### src/rtl/cordic_phase_nco.sv
// Phase NCO feeding the CORDIC rotator: a tick-gated phase accumulator with a
// single-entry FTW holding register, offset add, and a valid flag aligned to CORDIC latency.
module cordic_phase_nco #(
  parameter int unsigned PW  = 12,
  parameter int unsigned FW  = 24,
  parameter int unsigned DW  = 16,
  parameter int unsigned LAT = 13
) (
  input  logic          clk,
  input  logic          reset,
  input  logic          enable,
  input  logic [DW-1:0] div,
  input  logic [PW-1:0] phase_offset,
  input  logic [FW-1:0] ftw_in,
  input  logic          ftw_valid,
  output logic          ftw_ready,
  output logic [PW-1:0] o_phase,
  output logic          o_phase_strobe,
  output logic          o_wrap,
  output logic          o_sample_valid
);

  logic [DW-1:0]  count_q, count_d;
  logic [FW-1:0]  acc_q, acc_d;
  logic [FW-1:0]  ftw_active_q, ftw_active_d;
  logic [FW-1:0]  ftw_pending_q, ftw_pending_d;
  logic           pending_q, pending_d;
  logic [PW-1:0]  phase_q, phase_d;
  logic           strobe_q, strobe_d;
  logic           wrap_q, wrap_d;
  logic [LAT-1:0] vld_q;
  logic           tick;
  logic           xfer;
  logic [FW:0]    sum;

  always_comb begin
    tick          = enable && (count_q == div);
    xfer          = ftw_valid && !pending_q;
    sum           = {1'b0, acc_q} + {1'b0, ftw_active_q};
    count_d       = count_q;
    acc_d         = acc_q;
    ftw_active_d  = ftw_active_q;
    ftw_pending_d = ftw_pending_q;
    pending_d     = pending_q;
    phase_d       = phase_q;
    strobe_d      = tick;
    wrap_d        = tick && sum[FW];

    // No reload when div drops below count: the counter runs through its wrap.
    if (enable) begin
      count_d = tick ? '0 : count_q + 1'b1;
    end

    // xfer needs !pending_q and the swap needs pending_q, so they never collide;
    // a transfer landing on a tick therefore waits for the following tick.
    if (xfer) begin
      ftw_pending_d = ftw_in;
      pending_d     = 1'b1;
    end else if (tick && pending_q) begin
      ftw_active_d = ftw_pending_q;
      pending_d    = 1'b0;
    end

    if (tick) begin
      acc_d   = sum[FW-1:0];
      phase_d = sum[FW-1 -: PW] + phase_offset;
    end
  end

  always_ff @(posedge clk) begin
    if (reset) begin
      count_q       <= '0;
      acc_q         <= '0;
      ftw_active_q  <= '0;
      ftw_pending_q <= '0;
      pending_q     <= 1'b0;
      phase_q       <= '0;
      strobe_q      <= 1'b0;
      wrap_q        <= 1'b0;
    end else begin
      count_q       <= count_d;
      acc_q         <= acc_d;
      ftw_active_q  <= ftw_active_d;
      ftw_pending_q <= ftw_pending_d;
      pending_q     <= pending_d;
      phase_q       <= phase_d;
      strobe_q      <= strobe_d;
      wrap_q        <= wrap_d;
    end
  end

  // Shifts every clock regardless of enable so in-flight samples drain.
  always_ff @(posedge clk) begin
    if (reset) begin
      vld_q <= '0;
    end else begin
      vld_q[0] <= strobe_q;
      for (int unsigned i = 1; i < LAT; i++) begin
        vld_q[i] <= vld_q[i-1];
      end
    end
  end

  assign ftw_ready      = !pending_q;
  assign o_phase        = phase_q;
  assign o_phase_strobe = strobe_q;
  assign o_wrap         = wrap_q;
  assign o_sample_valid = vld_q[LAT-1];

endmodule
### config.mk
export PLATFORM = sky130hd
export DESIGN_NAME = cordic_phase_nco
export DESIGN_NICKNAME = d
export VERILOG_FILES = /design/src/rtl/cordic_phase_nco.sv
export SDC_FILE = /design/constraint.sdc
export NUM_CORES = 1
export LEC_CHECK = 0
export ABC_AREA = 1
export CAP_MARGIN = 20
export CORE_MARGIN = 1.5
export CORE_UTILIZATION = 45
export CTS_CLUSTER_SIZE = 25
export DETAILED_ROUTE_END_ITERATION = 10
export PLACE_DENSITY = 0.66
export SLEW_MARGIN = 10
export SYNTH_ARGS = -nofsm -noshare
export SYNTH_HDL_FRONTEND = slang
export SYNTH_SLANG_ARGS = --single-unit
### constraint.sdc
create_clock -name clk -period 3.7 [get_ports clk]
set_input_delay 0.74 -clock clk [delete_from_list [all_inputs] [get_ports clk]]
set_output_delay 0.74 -clock clk [all_outputs]
set_load 0.02 [all_outputs]
==> qor.tcl <==
set qor(status) {complete, no violations}
set qor(dieArea_um2) 14800
set qor(synth_top_cells_by_area) {dfxtp_1 37%, nand2_1 14%, nor2_1 10%, ha_1 7.1%, inv_1 5.6%}
set qor(final.setup.worst_slack_ns) 0.362
set qor(synthesis.nets) 1022
set qor(power.share.switching_pct) 21.4
set qor(drt_iter0_drc) 357
set qor(crit_path_top_delay_cell) {fa_1}
set qor(synth.most_common_cell) {nand2_1}
set qor(holdCritPathClass) {register to register}
set qor(seq_power_share_pct) 40.1
set qor(cts.reportedPaths.clkPinSlew_ns) 0.06
set qor(cts_made_buffers) 17
set qor(layout_min_cycle_time_ns) 3.34
set qor(drc) 0
set qor(cts_root_buf) {clkbuf_16}
set qor(net-switching-power_mw) 0.687
set qor(final-hold-violation-count) 0
set qor(die_h_um) 122
set qor(setup.worst_path.class) {register to register}
set qor(clock_power_share_pct) 54.1
set qor(end_kind) {register}
set qor(initial_utilization_pct) 45.9
set qor(max_freq_mhz) 300
set qor(average_vias_per_placed_instance) 4.75
set qor(max_cap_violations) 0
set qor(placedInstanceArea_um2) 7180
set qor(crit_chain) {ha_1, inv_1, fa_1, o21ai_2, a21boi_1, o21ai_2, a21oi_1, inv_1, nand2_1, and2_1, ha_1, a21oi_1, o21ai_0, a21oi_2, nor2_1, nor2_1, xor2_1, o21ai_1}
set qor(drive_gt1_share_pct) 6.61
set qor(grt_antenna_before_repair) 0
set qor(yosys_register_bits) 116
set qor(setup_total_negative_slack_ns) 0
set qor(i_o_pin_count) 72
set qor(cp_data_arrival_time_ns) 3.63
set qor(final-max-slew-violation-count) 0
set qor(rr_worst_depth) 18
set qor(synth-edff-count) 0
set qor(path_max_fanout) 4
set qor(htreeDepth) 4
set qor(holdBufCountCts) 0
set qor(drtAntennaViolNets) 0
set qor(fp.coreArea_um2) 13800
set qor(max-clock-path-buffers) 2
set qor(synth_top_flop_cell) {dfxtp_1}
set qor(synth_cells) 928
set qor(min_period_over_period_pct) 90.2
set qor(pwr-share-comb_pct) 5.7
set qor(core.rowCount) 43
set qor(synth_top_cell_by_area) {dfxtp_1}
set qor(io_buffers) 71
set qor(internal-power_mw) 2.53
set qor(grt_pass1_vias) 5167
set qor(routed_wirelength_mm) 14.3
set qor(avgSynthCellArea_um2) 6.84
set qor(power-per-cell-area_nw_per_um2) 411
set qor(dp_slack_ns) 0.344
set qor(critPathRequiredTime_ns) 4.00
set qor(leak_pwr_nw) 3.60
set qor(dpl.cell_count) 1162
set qor(dpl.hpwl_mm) 10.6
set qor(worst_path_dominant_cell_family) {compound AO/OA/AOI/OAI gates}
set qor(worst_clk_skew_ns) 0.0119
set qor(hold_path_depth) 2
set qor(yosysSeqAreaShare_pct) 36.6
set qor(tritoncts_clock_tree) {built}
set qor(layout.nets) 1095
set qor(cp-start-kind) {register}
set qor(ys_warn_count) 0
set qor(timing.slew.headroom_pct) 52.7
set qor(post_cts_resize_count) 0
set qor(avgRoutedWirePerCell_um) 12.0
set qor(numClockSinks) 116
set qor(dr_total_vias) 5667
set qor(die_width_um) 122
set qor(synthArstFlopShare_pct) 0
set qor(worstMarginPinSlew_ns) 0.708
set qor(worst_path_largest_cell_delay_ns) 0.41
set qor(drt-pass1-iter-count) 5
set qor(clock_latency_ns) 0.41
set qor(setup_violations) 0
set qor(post_synth_num_cell_types) 42
set qor(global_route.usage.total_pct) 20.4
set qor(cp_num_buf_inv) 2
set qor(synth_top_cells_by_count) {237 x nand2_1, 173 x nor2_1, 116 x dfxtp_1, 94 x inv_1, 49 x o21ai_0}
set qor(stdcell_area_um2) 7830
set qor(post-cts-setup-buffers) 0
set qor(worst-path-stages) 18
set qor(synth_area_um2) 6350
set qor(layoutNonFillerInstCount) 1194
set qor(area.growth.synth_to_final_pct) 23.2
set qor(post-layout-total-power_mw) 3.21
set qor(num_antenna_cells) 0
set qor(grt_setup_unrepaired) {no}
set qor(grt_pass1_wl_mm) 23.9
set qor(globalplace.congestion) 0.896
set qor(ir_worst_vdd_uv) 311
set qor(share_of_the_synthesized_area_in_the_top_cell_type_pct) 36.6
set qor(grt_start_max_net_pins) 50
set qor(overflow) 0
-- cell usage in the layout (no fill, tap or decap), drive strengths merged, types with 5 or more instances in the layout --
| cell type | instances |
|---|---|
| xnor2 | 13 |
| clkinv | 5 |
| nand2 | 240 |
| buf | 5 |
| and2 | 5 |
| nor3 | 16 |
| nor4 | 6 |
| clkbuf | 20 |
| or2 | 8 |
| dfxtp | 116 |
| o21ai | 61 |
| xor2 | 19 |
| ha | 36 |
| nand4 | 16 |
| nor2 | 178 |
| a21oi | 44 |
| inv | 100 |
| nand3 | 30 |
| clkdlybuf4s50 | 71 |
-- logic make-up (layout without fill, tap and decap cells) --
family | after synthesis | in the layout | synth area share (%)
adder cells (fa/ha/maj) | 38 | 38 | 7.72
XOR/XNOR | 32 | 32 | 4.41
AO/OA/AOI/OAI | 114 | 114 | 9.42
flip-flops | 116 | 116 | 36.6
buffers and inverters | 122 | 208 | 8.12
AND/OR/NAND/NOR | 506 | 506 | 33.8
-- flip-flops by register name, summed over array words and instances, names as in the netlist --
signal          cells
acc_q              24
count_q            16
ftw_active_q       24
ftw_pending_q      24
o_phase            12
o_phase_strobe      1
o_wrap              1
pending_q           1
vld_q              13
-- final cells by class --
| cell class | instances | area, um^2 |
|---|---|---|
| clock inverters | 12 | 179 |
| fillers | 1345 | 6000 |
| inverters | 100 | 375 |
| flip-flops and latches | 116 | 2320 |
| well taps | 180 | 225 |
| clock buffers | 20 | 457 |
| repair buffers | 76 | 748 |
| multi-input cells | 690 | 3520 |
-- metal layers --
layer  up-vias  routed length [um]  track usage (%)
li1       3098                   -                -
met1      2453                7420             28.0
met2       100                6170             31.5
met3        16                 529             4.35
met4         0                 193             7.21
met5         -                   0                0
-- worst register-to-register path, stage by stage (launching register included) --
cell      delay, ns
dfxtp_1        0.34
ha_1           0.17
inv_1          0.05
fa_1           0.41
o21ai_2        0.24
a21boi_1       0.17
o21ai_2        0.22
a21oi_1        0.12
inv_1          0.06
nand2_1        0.05
and2_1         0.15
ha_1           0.34
a21oi_1        0.18
o21ai_0        0.16
a21oi_2        0.18
nor2_1         0.05
nor2_1         0.11
xor2_1         0.15
o21ai_1        0.07
-- power by group through the flow --
| stage | Clock (mW) | Combinational (mW) | Sequential [mW] |
|---|---|---|---|
| floorplan | 0 | 0.101 | 1.31 |
| global placement | 0 | 0.184 | 1.32 |
| detailed placement | 0 | 0.185 | 1.32 |
| finish | 1.74 | 0.184 | 1.29 |
| CTS | 1.77 | 0.186 | 1.29 |
| global route | 1.84 | 0.208 | 1.29 |
-- through the flow --
stage	util [%]	hold WS [ns]
2_1_floorplan	-	0.388
3_3_place_gp	52.0	0.389
3_5_place_dp	52.0	0.395
4_1_cts	56.6	0.397
5_1_grt	56.6	0.421
6_report	56.6	0.392
-- path summary, 6_finish.rpt --
check	from	endpoint	slack (ns)
hold reg to reg	vld_q[10]	vld_q[11]	0.39
hold / removal	vld_q[10]	vld_q[11]	0.39
setup reg to reg	acc_q[0]	o_phase[9]	0.36
setup / recovery	acc_q[0]	o_phase[9]	0.36
No activity file was read; power rests on OpenSTA's default activity.
